## src/rtl/clk_gen_pkg.sv

```systemverilog
// Shared types for the clock/PWM generator.
//   state_t   : controller FSM state (2-bit)
//   cfg_t     : {period, high} configuration word
//   cfg_legal : range check applied to a granted configuration
package clk_gen_pkg;

    // Field width of cfg_t; the top-level CNT_W parameter must match it.
    localparam int CFG_W = 8;

    typedef enum logic [1:0] {
        IDLE  = 2'd0,
        RUN   = 2'd1,
        DRAIN = 2'd2
    } state_t;

    typedef struct packed {
        logic [CFG_W-1:0] period;
        logic [CFG_W-1:0] high;
    } cfg_t;

    // A usable waveform needs at least one high and one low cycle per period.
    function automatic logic cfg_legal(input cfg_t c);
        return (c.period >= CFG_W'(2)) && (c.high != '0) && (c.high < c.period);
    endfunction

endpackage

```

## src/rtl/clk_gen_core.sv

```systemverilog
// Period counter and duty compare for the generated clock.
//   clk_in     : clock
//   reset      : asynchronous, active-high reset
//   run        : 1 while the controller is in RUN or DRAIN
//   cur_period : active period (clk_in cycles)
//   cur_high   : active high-phase cycles
//   clk_out    : registered generated clock
//   wrap       : 1 in the last cycle of a period (counter == cur_period-1)
module clk_gen_core #(
    parameter int CNT_W = 8
) (
    input  logic             clk_in,
    input  logic             reset,
    input  logic             run,
    input  logic [CNT_W-1:0] cur_period,
    input  logic [CNT_W-1:0] cur_high,
    output logic             clk_out,
    output logic             wrap
);

    logic [CNT_W-1:0] counter;

    assign wrap = run && (counter == cur_period - CNT_W'(1));

    // clk_out is compared against the pre-increment counter, so the
    // waveform lags the counter by one cycle and the first high cycle
    // follows the cycle in which RUN is entered.
    always_ff @(posedge clk_in or posedge reset) begin
        if (reset) begin
            counter <= '0;
            clk_out <= 1'b0;
        end else begin
            if (!run || wrap)
                counter <= '0;
            else
                counter <= counter + CNT_W'(1);
            clk_out <= run && (counter < cur_high);
        end
    end

endmodule

```

## src/rtl/clk_gen_ctrl.sv

```systemverilog
// Runtime-programmable clock/PWM generator with two-requester config port.
// Configs are arbitrated round-robin, range-checked, staged in a shadow
// register and applied at a period boundary (or immediately when idle).
//   clk_in, reset            : clock, asynchronous active-high reset
//   enable                   : 1 = run, 0 = drain to stop at end of period
//   reqN_valid/period/high   : requester N config (held until reqN_ready)
//   reqN_ready               : 1-cycle pulse, config N consumed
//   clk_out                  : generated clock (registered)
//   running                  : 1 in RUN or DRAIN
//   pending                  : accepted config waiting to be applied
//   cfg_err                  : 1-cycle pulse, granted config rejected
//   cur_period, cur_high     : active configuration
module clk_gen_ctrl
    import clk_gen_pkg::*;
#(
    parameter int CNT_W      = CFG_W,
    parameter int DEF_PERIOD = 10,
    parameter int DEF_HIGH   = 6
) (
    input  logic             clk_in,
    input  logic             reset,
    input  logic             enable,
    input  logic             req0_valid,
    input  logic [CNT_W-1:0] req0_period,
    input  logic [CNT_W-1:0] req0_high,
    output logic             req0_ready,
    input  logic             req1_valid,
    input  logic [CNT_W-1:0] req1_period,
    input  logic [CNT_W-1:0] req1_high,
    output logic             req1_ready,
    output logic             clk_out,
    output logic             running,
    output logic             pending,
    output logic             cfg_err,
    output logic [CNT_W-1:0] cur_period,
    output logic [CNT_W-1:0] cur_high
);

    localparam cfg_t DEF_CFG = '{period: CNT_W'(DEF_PERIOD), high: CNT_W'(DEF_HIGH)};

    state_t state, state_nxt;
    cfg_t   cur, shadow, gnt_cfg;
    logic   rr_ptr;
    logic   gnt0, gnt1, grant, gnt_ok;
    logic   run, wrap, apply;

    assign run        = (state != IDLE);
    assign running    = run;
    assign cur_period = cur.period;
    assign cur_high   = cur.high;

    clk_gen_core #(.CNT_W(CNT_W)) u_core (
        .clk_in     (clk_in),
        .reset      (reset),
        .run        (run),
        .cur_period (cur.period),
        .cur_high   (cur.high),
        .clk_out    (clk_out),
        .wrap       (wrap)
    );

    // Grants stall while a config is staged, and while a ready pulse is
    // out: the requester still shows valid that cycle, so granting then
    // would accept the same config twice.
    always_comb begin
        gnt0 = 1'b0;
        gnt1 = 1'b0;
        if (!pending && !req0_ready && !req1_ready) begin
            if (req0_valid && req1_valid) begin
                gnt0 = !rr_ptr;
                gnt1 = rr_ptr;
            end else begin
                gnt0 = req0_valid;
                gnt1 = req1_valid;
            end
        end
        grant          = gnt0 || gnt1;
        gnt_cfg.period = gnt1 ? req1_period : req0_period;
        gnt_cfg.high   = gnt1 ? req1_high   : req0_high;
        gnt_ok         = cfg_legal(gnt_cfg);
    end

    // Staged config lands when idle, or on the last cycle of a period so
    // the next period starts at counter 0 under the new values.
    assign apply = pending && (!run || wrap);

    always_comb begin
        state_nxt = state;
        case (state)
            IDLE:    if (enable) state_nxt = RUN;
            RUN:     if (!enable) state_nxt = wrap ? IDLE : DRAIN;
            DRAIN:   if (enable) state_nxt = RUN;
                     else if (wrap) state_nxt = IDLE;
            default: state_nxt = IDLE;
        endcase
    end

    always_ff @(posedge clk_in or posedge reset) begin
        if (reset) begin
            state      <= IDLE;
            cur        <= DEF_CFG;
            shadow     <= DEF_CFG;
            pending    <= 1'b0;
            rr_ptr     <= 1'b0;
            req0_ready <= 1'b0;
            req1_ready <= 1'b0;
            cfg_err    <= 1'b0;
        end else begin
            state      <= state_nxt;
            req0_ready <= gnt0;
            req1_ready <= gnt1;
            cfg_err    <= grant && !gnt_ok;
            // Point at the side that was not just served.
            if (grant)
                rr_ptr <= gnt0;
            // apply and grant are exclusive: grant requires !pending.
            if (apply) begin
                cur     <= shadow;
                pending <= 1'b0;
            end else if (grant && gnt_ok) begin
                shadow  <= gnt_cfg;
                pending <= 1'b1;
            end
        end
    end

endmodule

```

## config.mk

```make
export PLATFORM = sky130hd
export DESIGN_NAME = clk_gen_ctrl
export DESIGN_NICKNAME = d
export VERILOG_FILES = /design/src/rtl/clk_gen_pkg.sv /design/src/rtl/clk_gen_core.sv /design/src/rtl/clk_gen_ctrl.sv
export SDC_FILE = /design/constraint.sdc
export NUM_CORES = 1
export LEC_CHECK = 0
export CAP_MARGIN = 10
export CORE_UTILIZATION = 40
export CTS_CLUSTER_SIZE = 8
export DETAILED_ROUTE_END_ITERATION = 12
export DONT_BUFFER_PORTS = 1
export PLACE_DENSITY_LB_ADDON = 0.1
export SETUP_SLACK_MARGIN = 0.05
export SLEW_MARGIN = 40
export SYNTH_ARGS = -nofsm -noshare
export SYNTH_HDL_FRONTEND = slang
export SYNTH_SLANG_ARGS = --single-unit
```

## constraint.sdc

```tcl
create_clock -name clk_in -period 3.5 [get_ports clk_in]
set_input_delay 0.875 -clock clk_in [delete_from_list [all_inputs] [get_ports clk_in]]
set_output_delay 0.875 -clock clk_in [all_outputs]
set_load 0.01 [all_outputs]
```

* Word-level counts from Yosys, hierarchy flattened
Cells that the tools add are included.
** Operators by class
- Bitwise gates (word level) :: 1
- Magnitude comparators :: 3
- Add/sub/neg operators :: 2
- Equal/unequal tests :: 6
- Reduce and logical (&&, ||, !) cells :: 24
- Muxes and demuxes :: 15
** Operators with widths (number)
- $mux 8 :: 3
- $lt 8x8->1 :: 2
- $logic_and 1x1->1 :: 10
- $mux 2 :: 5
- $add 8x1->8 const B :: 1
- $eq 8x8->1 :: 1
- $ge 8x2->1 const B :: 1
- $reduce_bool 8->1 :: 1
- $sub 8x1->8 const B :: 1
- $logic_not 1->1 :: 6
- $mux 1 :: 6
- $pmux 2 s3 :: 1
- $ne 2x2->1 const B :: 2
- $reduce_bool 2->1 :: 2
- $ne 3x3->1 const B :: 1
- $reduce_and 3->1 :: 1
- $eq 2x1->1 const B :: 1
- $eq 2x2->1 const B :: 1
- $logic_not 2->1 :: 1
- $logic_or 1x1->1 :: 2
- $reduce_and 2->1 :: 1
- $not 1->1 :: 1
** Storage, ports and cells
- Logic and storage cells :: 63
- Bits in registers :: 48
- Bits of input ports :: 37

* Logic depth before layout (Yosys ltp)
Gate-level depths: netlist (run 1).
- Word-level depth :: 11
- Depth in mapped cells :: 14
- Gate-level depth less buffers :: 12

* Cells and area by module
A second synthesis (run 1) with hierarchy kept.
** Second synthesis, totals
- Cell total of the unflattened synthesis :: 274
- Area total of the unflattened synthesis :: 2945.3 um^2
** Modules (own cells, without submodules)
- clk_gen_ctrl :: instances 1, seq. area each 985.9 um^2, area an instance 2057.0 um^2, cells an instance 167
- clk_gen_core :: instances 1, seq. area each 225.2 um^2, area an instance 888.4 um^2, cells an instance 107

* Worst setup path before layout (run 1)
OpenSTA, ideal clock, no wires.
- Kind :: input to register
- Start point :: in req0_valid
- End point :: reg shadow[10] in the netlist's numbering
- Stages :: 14
- Data arrival time :: 3.364 ns
- Slack :: 0.011 ns
- Cell sequence :: nand2b_1 > nand3_4 > buf_1 > mux2_2 > ha_1 > a21oi_1 > nand2_1 > a21oi_1 > o211ai_1 > nor3_2 > nand2b_1 > buf_6 > buf_6 > mux2_4
** RTL lines
- from (decl) :: line clk_gen_ctrl.sv:23 : input logic req0_valid,
- to (signal assigned) :: line clk_gen_ctrl.sv:121 : shadow <= gnt_cfg;
- to (decl) :: line clk_gen_ctrl.sv:42 : cfg_t cur, shadow, gnt_cfg;

==> results of run 1 <==
[worst reg2reg max path: stages, from the launching register on]
cell      delay (ns)
dfrtp_1         0.47
nor3_4          0.30
nand3_4         0.24
clkinv_4        0.16
mux2_2          0.36
ha_1            0.29
and4_1          0.24
nand2_1         0.06
o21ai_0         0.21
nor3_2          0.08
nand2b_1        0.07
buf_4           0.21
mux2_2          0.35
[cell families (layout without fill, tap and decap cells)]
| family | Yosys count | in the layout |
|---|---|---|
| AOI/OAI and AO/OA | 29 | 29 |
| xor gates and xnor gates | 18 | 18 |
| adders and majority gates | 15 | 15 |
| buffers and inverters | 27 | 34 |
| DFF | 48 | 48 |
| muxes | 52 | 52 |
| and+or+nand+nor | 57 | 57 |
[sequential cells by signal, indices dropped and copies added, names as in the netlist, 2 cells and up]
name            flops
shadow             16
cur_high            8
cur_period          8
u_core.counter      8
state               2
[routing by layer]
layer  up-vias  track usage [%]  wire, um
li1        876                -         -
met5         -                0         0
met2        54             28.8      2740
met4         0             5.15        91
met3         8             4.67       331
met1       855             23.4      2740
[power groups by stage]
stage	registers, mW	clock network [mW]	logic, mW
after floorplan	1.05	0	0.813
after global placement	1.14	0	0.948
after detailed placement	1.15	0	0.967
after CTS	1.14	0.495	0.972
after global routing	1.17	0.515	1.09
final	1.13	0.483	0.954
[cell usage in the layout, fill, tap and decap left out, types with 2 or more instances in the layout]
| cell type | netlist | layout |
|---|---|---|
| dfrtp_1 | 40 | 40 |
| mux2_2 | 25 | 25 |
| inv_1 | 20 | 19 |
| mux2i_1 | 18 | 18 |
| ha_1 | 15 | 15 |
| nor2_1 | 13 | 13 |
| xnor2_1 | 11 | 11 |
| nand2_1 | 10 | 10 |
| o21ai_0 | 9 | 9 |
| dfstp_2 | 8 | 8 |
| xor2_1 | 7 | 7 |
| a21oi_1 | 7 | 7 |
| mux2_1 | 6 | 6 |
| nand2b_1 | 5 | 5 |
| nor4_1 | 5 | 5 |
| clkbuf_8 | 0 | 5 |
| buf_4 | 1 | 5 |
| or4_1 | 4 | 4 |
| nor2b_1 | 3 | 3 |
| nand3_1 | 3 | 3 |
| mux2_4 | 3 | 3 |
| nor3_1 | 3 | 3 |
| o211ai_1 | 2 | 2 |
| a31oi_1 | 2 | 2 |
| and3_1 | 2 | 2 |
| bufinv_16 | 0 | 2 |
[path summary, 6_finish.rpt]
path / to / slack, ns / cells after the start
setup / recovery: shadow[4] / 0.34 / 12
hold / removal: state[1] / 0.46 / 1
setup reg to reg: shadow[4] / 0.34 / 12
hold reg to reg: state[1] / 0.46 / 1
max in group asynchronous: shadow[12] / 2.59 / 1
min in group asynchronous: cur_high[4] / 0.50 / 1
[metrics by stage]
stage	total power, mW	std cells	setup slack, ns	hold slack, ns	utilization (%)
2_1_floorplan	1.86	246	0.185	0.431	-
3_3_place_gp	2.09	325	0.230	0.446	42.7
3_5_place_dp	2.11	325	0.151	0.449	42.7
4_1_cts	2.60	333	0.310	0.464	44.7
5_1_grt	2.77	333	0.0515	0.519	44.7
6_report	2.56	333	0.340	0.463	44.7
[area by class of cell]
cell class,count,area (um2),area share (%)
timing repair buffer,5,37.5,1.24
clock inverter,3,68.8,2.28
multi-input combinational,171,1450,48.0
clock buffer,5,68.8,2.28
inverter,21,86.3,2.86
tap,80,100,3.31
sequential,48,1210,40.1
==> out/results.ini, run 1 <==
[status]
outcome = finished clean

[critical_path]
crit_path_max_incr_delay_ns = 0.47
worstSetupPathType = flip-flop to flip-flop
crit_path_cell_trace = nor3_4 -> nand3_4 -> clkinv_4 -> mux2_2 -> ha_1 -> and4_1 -> nand2_1 -> o21ai_0 -> nor3_2 -> nand2b_1 -> buf_4 -> mux2_2
arrival_ns = 3.35
cp_max_fo = 13
r2r_start = req0_ready
cpMaxStageDelayCell = dfrtp_1
worstSetupEndpointType = flip-flop
cpMostUsedCell = mux2_2
cp_top_family = simple AND/OR/NAND/NOR gates
crit_buf_inv = 2
cp-startpoint = req0_ready
cp.required_ns = 3.69
crit_path_start_kind = flip-flop

[yosys]
ys.flop_type = dfrtp_1
synth_top_family_by_area = multiplexers
synth_cells = 246
synth_compound_area_share_pct = 7.00
yosysWarnings = 0
synth_top_area_share_pct = 35.9
yosysMostFrequentCell = dfrtp_1
synth_fp_nets = 298
ys_ff_latch = 48
synth_mux_area_share_pct = 20.6
synth-edff-count = 0
yosys.area_share.adder_pct = 6.74
syn_area_per_cell_um2 = 11.3
synth-simple-area-share_pct = 12.0
netlist_area_um2 = 2790
synthArstFlopShare_pct = 100
yosysTopAreaCell = dfrtp_1
ys_seq_area_share_pct = 43.5
synth.area.top_cells = dfrtp_1 (36%), mux2_2 (10%), dfstp_2 (7.5%)
yosys-top-cells-count = dfrtp_1 (40), mux2_2 (25), inv_1 (20)
synth_xor_area_share_pct = 5.66
synth.distinct_cells = 46

[clock_tree]
cts_tree = built
clk_pin_slew_ns = 0.09
cts_buffer_depth = 2
hold_buffers = 0
cts_root_buf = clkbuf_8
cts_sinks = 48
post_cts_resized = 0
numCtsBuffers = 5
htreeDepth = 2
postCtsSetupBuffers = 0
clk_latency_ns = 0.30

[timing]
rsz0062_at_grt = false
finClkSkew_ns = 0.00857
tns_ns = 0
slew_headroom_pct = 60.6
period_needed_ns = 3.16
post-route-period-util_pct = 90.3
setup_viol = 0
final_hold_viol_count = 0
slew_violations = 0
max_freq_ghz = 0.316
worstMarginPinSlew_ns = 0.592

[power_and_ir_drop]
vdd_drop_max_mv = 0.262
p_leak_nw = 1.38
switchingPower_uw = 946
powerDensity_nw_per_um2 = 848
comb_power_share_pct = 37.2
intPower_mw = 1.62
p_clk_share_pct = 18.9
swShare_pct = 36.9
p_seq_share_pct = 43.9

[drt]
drtPass1Iterations = 4
drcViolationCount = 0
vias_per_cell = 5.38
wl_mm = 5.91
postRouteAntennaNets = 0
vias = 1793
drt_iter0_drc = 62
wire_per_inst_um = 17.7

[finish]
drive_above_1_share_pct = 23.3
final.fill_count = 644
finalInstanceArea_um2 = 3020
final_nets = 304
num_antenna_cells = 0
syn2layout_area_growth_pct = 8.49

[run]
max-cap-violations = 0

[floorplanning]
io-pin-count = 59
core-area_um2 = 6760
initial_utilization_pct = 41.2
die_w_um = 85.5
die_h_um = 85.5
die-area_um2 = 7300
rows = 30

[placement]
gp_congestion = 0.815
dp_hpwl_mm = 4.70
place_area_um2 = 2890
io_buffer_count = 0

[global_route]
overflow = 0
track_usage_pct = 17.8
grt_pass1_wl_mm = 10.0
grt_max_degree = 49
antenna_found_initial = 0
first_global_vias = 1947

[hold_path]
hp-class = flip-flop to flip-flop
hold_start = state[0]

Power figures use the tool's default switching activity.
==> run 2: changes to the inputs <==
--- a/config.mk
+++ b/config.mk
@@ -11,6 +11,7 @@
 export DETAILED_ROUTE_END_ITERATION = 12
 export DONT_BUFFER_PORTS = 1
 export PLACE_DENSITY_LB_ADDON = 0.1
+export REMOVE_ABC_BUFFERS = 1
 export SETUP_SLACK_MARGIN = 0.05
 export SLEW_MARGIN = 40
 export SYNTH_ARGS = -nofsm -noshare
==> run 2 against run 1 <==
Clock skew decreased by 0.0020 ns. Routed wire length down 2.3%. Utilization down 0.63 points. Combinational power rose by 0.9%. Setup slack better by 0.048 ns. Sequential power about the same. Register-to-register slack improved by 0.05 ns. Final cell count fell by 0.30%. Critical path depth did not move. Total power shrank 5.5%. Via count increased by 1.0%. Fmax grew 1.5%.
==> out/results.ini, run 2 (synthesized netlist as in run 1, its figures left out) <==
[finish]
fin_util_pct = 44.1  ; -0.63 points
finalInstanceArea_um2 = 2980  ; -1.4%
largest_reg_flops = 16  ; unchanged
final_common_cell = dfrtp_1
syn2layout_area_growth_pct = 6.96
top_register = shadow
drive_above_1_share_pct = 22.2  ; -1.1 points
stdcell_count = 332  ; -0.30%
final.fill_count = 665  ; +3.3%
num_antenna_cells = 0  ; unchanged
layout_common_cells = dfrtp_1 (40), mux2_2 (25), inv_1 (19), mux2i_1 (18), ha_1 (15)
final_nets = 303  ; -0.33%

[placement]
dp.cells = 324  ; -0.31%
place_area_um2 = 2890  ; +0.17%
io_buffer_count = 0  ; unchanged
gp_congestion = 0.826  ; +1.3%
dp_hpwl_mm = 4.60  ; -2.1%

[run]
max-cap-violations = 0  ; unchanged

[floorplanning]
die-area_um2 = 7300  ; unchanged
io-pin-count = 59  ; unchanged
die_h_um = 85.5  ; unchanged
core-area_um2 = 6760  ; unchanged
rows = 30  ; unchanged
initial_utilization_pct = 41.2  ; unchanged
die_w_um = 85.5  ; unchanged

[drt]
wire_per_inst_um = 17.4  ; -2.0%
vias_per_cell = 5.45  ; +1.3%
drt_iter0_drc = 64  ; +3.2%
drcViolationCount = 0  ; unchanged
vias = 1811  ; +1.0%
wl_mm = 5.77  ; -2.3%
postRouteAntennaNets = 0  ; unchanged
drtPass1Iterations = 4  ; unchanged

[power_and_ir_drop]
vdd_drop_max_mv = 0.261  ; -0.39%
powerDensity_nw_per_um2 = 812  ; -4.2%
p_leak_nw = 1.36  ; -1.6%

[global_route]
grt_max_degree = 49  ; unchanged
first_global_vias = 1938  ; -0.46%
grt_pass1_wl_mm = 9.73  ; -3.0%
overflow = 0  ; unchanged
antenna_found_initial = 0  ; unchanged
track_usage_pct = 17.4  ; -0.40 points

[timing]
post-route-period-util_pct = 88.9  ; -1.4 points
period_needed_ns = 3.11  ; -0.0476 ns
max_freq_ghz = 0.321  ; +1.5%
slew_headroom_pct = 60.1  ; -0.45 points
worstMarginPinSlew_ns = 0.598  ; +0.00680 ns
rsz0062_at_grt = false
slew_violations = 0  ; unchanged
whs_ns = 0.467  ; +0.00390 ns
setup_viol = 0  ; unchanged
tns_ns = 0  ; unchanged
finClkSkew_ns = 0.00661  ; -0.00195 ns
final_hold_viol_count = 0  ; unchanged

[critical_path]
crit_path_start_kind = flip-flop
reg2reg_slack_ns = 0.39  ; +0.05 ns
worstSetupEndpointType = flip-flop
cp.required_ns = 3.68  ; about the same
r2r_end = shadow[6]
reg2regPathDepth = 12  ; unchanged
worstSetupPathType = flip-flop to flip-flop
arrival_ns = 3.29  ; -0.06 ns
r2r_start = req0_ready
cp_max_fo = 17  ; +4
cp-startpoint = req0_ready
critical_path.endpoint = shadow[6]

[clock_tree]
cts_sinks = 48  ; unchanged
cts_tree = built
cts_root_buf = clkbuf_8
htreeDepth = 2  ; unchanged
clk_latency_ns = 0.29  ; about the same
hold_buffers = 0  ; unchanged
post_cts_resized = 0  ; unchanged
postCtsSetupBuffers = 0  ; unchanged
clk_pin_slew_ns = 0.08  ; about the same
numCtsBuffers = 5  ; unchanged
cts_buffer_depth = 2  ; unchanged

[status]
outcome = finished clean

[hold_path]
hp-class = flip-flop to flip-flop

-- run 2: per-layer routing --
layer / wire length, um / global-route usage (%) / up-vias
li1: - / - / 878
met1: 2800 / 23.5 / 873
met2: 2600 / 27.6 / 56
met3: 310 / 4.28 / 4
met4: 65 / 5.00 / 0
met5: 0 / 0 / -
-- run 2: cell type report --
cell class | instances | area, um2 | area share (%)
Multi-Input combinational cell | 171 | 1450 | 48.7
Sequential cell | 48 | 1210 | 40.6
Tap cell | 80 | 100 | 3.36
Clock buffer | 8 | 90.1 | 3.02
Inverter | 21 | 86.3 | 2.90
Timing Repair Buffer | 4 | 42.5 | 1.43
-- run 2: worst max-delay path: stages (launching register included) --
cell,delay (ns)
dfrtp_1,0.45
nor3_4,0.30
nand3_4,0.23
clkinv_4,0.15
mux2_2,0.35
ha_1,0.29
and4_1,0.25
nand2_1,0.06
o21ai_0,0.20
nor3_2,0.08
nand2b_1,0.12
buf_12,0.17
mux2_2,0.34
-- run 2: stage by stage --
step	setup slack, ns	total power [mW]
final	0.388	2.42
after global routing	0.183	2.63
after CTS	0.363	2.46
after detailed placement	0.180	2.12
after global placement	0.221	2.10
after floorplan	-0.00227	1.83
-- run 2: worst min path at each step --
stage,cells past startpoint,startpoint,slack (ns),endpoint
after detailed placement,1,state[0],0.45,state[1]
after global routing,1,state[0],0.48,state[1]
after global placement,1,state[1],0.45,state[1]
final,1,state[0],0.47,state[1]
after CTS,1,state[1],0.47,state[1]
after floorplan,1,state[1],0.43,state[1]
-- run 2: power by group --
| group | total [mW] | internal (mW) | switching [mW] |
|---|---|---|---|
| Combinational | 0.963 | 0.513 | 0.450 |
| Clock | 0.334 | 0.161 | 0.173 |
| Sequential | 1.12 | 0.826 | 0.297 |
| Total | 2.42 | 1.50 | 0.920 |
==> run 3: changes to the inputs <==
==> constraint.sdc (replaced) <==
create_clock -name clk_in -period 2.74 [get_ports clk_in]
set_input_delay 0.685 -clock clk_in [delete_from_list [all_inputs] [get_ports clk_in]]
set_output_delay 0.685 -clock clk_in [all_outputs]
set_load 0.01 [all_outputs]
==> run 3 against run 2 <==
The flow now finishes with violations (setup timing). Register-to-register slack worse by 0.44 ns. Die area unchanged. Clock-buffer cell count unchanged. Non-clock buffer count up 35. Sequential share of layout area down 4.4 points.
==> out/results.ini, run 3 (synthesized netlist as in run 1, its figures left out) <==
[drt]
vias_per_cell = 5.23  ; -4.0%
postRouteAntennaNets = 0  ; unchanged
drt_iter0_drc = 57  ; -11%
wire_per_inst_um = 16.0  ; -8.0%
wl_met3_um = 339  ; +9.4%
wl_mm = 5.87  ; +1.7%
drcViolationCount = 0  ; unchanged
vias = 1921  ; +6.1%
maxUsedRoutingLayer = met4
met1Wirelength_mm = 2.69  ; -3.7%
drtPass1Iterations = 4  ; unchanged
wl_met2_mm = 2.77  ; +6.6%

[critical_path]
cp.required_ns = 2.92  ; -0.76 ns
cp_max_fo = 14  ; -3
crit_path_cell_trace = nor3_4 -> nand3_4 -> buf_6 -> mux2i_4 -> ha_1 -> o21ai_0 -> mux2i_1 -> o2111a_1 -> nor3_2 -> nand2b_1 -> buf_12 -> mux2_4
worstSetupEndpointType = flip-flop
worstSetupPathType = flip-flop to flip-flop
crit_buf_inv = 2  ; unchanged
crit_path_max_incr_delay_ns = 0.41  ; -0.04 ns
r2r_end = shadow[7]
r2r_start = req1_ready
reg2regPathDepth = 12  ; unchanged
reg2reg_slack_ns = -0.05  ; -0.44 ns
cp_top_family = simple AND/OR/NAND/NOR gates
arrival_ns = 2.97  ; -0.32 ns
crit_path_start_kind = flip-flop
cpMaxStageDelayCell = dfrtp_1

[power_and_ir_drop]
p_leak_nw = 1.54  ; +13%
power_mw = 3.43  ; +42%
powerDensity_nw_per_um2 = 1030  ; +27%
vdd_drop_max_mv = 0.357  ; +37%

[status]
outcome = finished, violations left
violations = setup timing

[timing]
worstMarginPinSlew_ns = 0.621  ; +0.0222 ns
rsz0062_at_grt = true
post-route-period-util_pct = 102  ; +13 points
period_needed_ns = 2.79  ; -0.322 ns
max_freq_ghz = 0.358  ; +12%
final_hold_viol_count = 0  ; unchanged
whs_ns = 0.338  ; -0.130 ns
timing.final.ws_setup_ns = -0.0502  ; -0.438 ns
slew_violations = 0  ; unchanged
finClkSkew_ns = 0.00608  ; -0.000529 ns
tns_ns = -0.461  ; -0.461 ns
slew_headroom_pct = 58.6  ; -1.5 points
setup_viol = 12  ; +12

[global_route]
antenna_found_initial = 0  ; unchanged
grt_pass1_wl_mm = 9.86  ; +1.3%
first_global_vias = 2019  ; +4.2%
grt_max_degree = 32  ; -35%
overflow = 0  ; unchanged
track_usage_pct = 17.4  ; +0.028 points

[finish]
top_register = shadow
stdcell_count = 367  ; +11%
largest_reg_flops = 16  ; unchanged
fin_util_pct = 49.4  ; +5.3 points
drive_above_1_share_pct = 34.8  ; +13 points
final_nets = 338  ; +12%
syn2layout_area_growth_pct = 19.8
finalInstanceArea_um2 = 3340  ; +12%
num_antenna_cells = 0  ; unchanged
final_common_cell = dfrtp_1
layout_common_cells = dfrtp_1 (40), buf_4 (36), mux2_2 (23), inv_1 (19), ha_1 (14)

[clock_tree]
hold_buffers = 0  ; unchanged
cts_tree = built
numCtsBuffers = 5  ; unchanged
clk_latency_ns = 0.30  ; about the same
cts_sinks = 48  ; unchanged
cts_root_buf = clkbuf_8
htreeDepth = 2  ; unchanged
clk_pin_slew_ns = 0.09  ; about the same
cts_buffer_depth = 2  ; unchanged

[floorplanning]
die_w_um = 85.5  ; unchanged
die_h_um = 85.5  ; unchanged
rows = 30  ; unchanged
core-area_um2 = 6760  ; unchanged
io-pin-count = 59  ; unchanged
initial_utilization_pct = 41.2  ; unchanged
die-area_um2 = 7300  ; unchanged

[placement]
dp_hpwl_mm = 4.71  ; +2.3%
dp.cells = 354  ; +9.3%
io_buffer_count = 0  ; unchanged
place_area_um2 = 3130  ; +8.1%
dp_slack_ns = -0.293  ; -0.474 ns
gp_congestion = 0.795  ; -3.7%

[run]
max-cap-violations = 0  ; unchanged

[hold_path]
hp-class = primary input to asynchronous set/reset pin

-- run 3: changes by cell type in the layout (fill, tap and decap cells not counted), sizes merged --
cell / before / now
buf: 4 / 39
-- run 3: layout make-up --
type,instances,area (um2)
Clock buffer,8,100
Tap cell,80,100
Fill cell,629,3420
Timing Repair Buffer,39,322
Multi-Input combinational cell,171,1520
Sequential cell,48,1210
Inverter,21,83.8
-- run 3: how the worst max path moves through the flow --
stage | start | endpoint | slack, ns | cells after the start
floorplan | req0_valid | shadow[0] | -0.57 | 11
global placement | req0_valid | shadow[7] | -0.28 | 12
detailed placement | req0_valid | shadow[7] | -0.29 | 12
CTS | req1_ready | shadow[5] | -0.05 | 12
global route | req1_ready | shadow[10] | -0.19 | 12
finish | req1_ready | shadow[7] | -0.05 | 12
-- run 3: where the power goes --
part           switching (mW)  leakage, nW  internal [mW]
registers               0.324        0.573           1.05
logic                   0.687        0.915          0.911
clock network           0.225       0.0515          0.231
total                    1.24         1.54           2.20
-- run 3: what timing repair did --
item / CTS / global route
pin swaps: 3 / 0
buffers inserted: 4 / 1
gates resized for setup: 10 / 5
setup endpoints to repair: 16 / 21
-- run 3: per-layer routing --
layer,vias to the layer above,global-route usage [%]
li1,957,-
met3,6,4.96
met5,-,0
met1,906,22.3
met2,52,28.9
met4,0,4.55
-- run 3: worst reg2reg max path: cells and delay by family (launching register included) --
kind            cells  cell delay (ns)
buf+inv             2             0.36
compound gates      2             0.33
simple gates        4             0.73
mux                 3             0.58
fa+ha+maj           1             0.28
flops               1             0.41
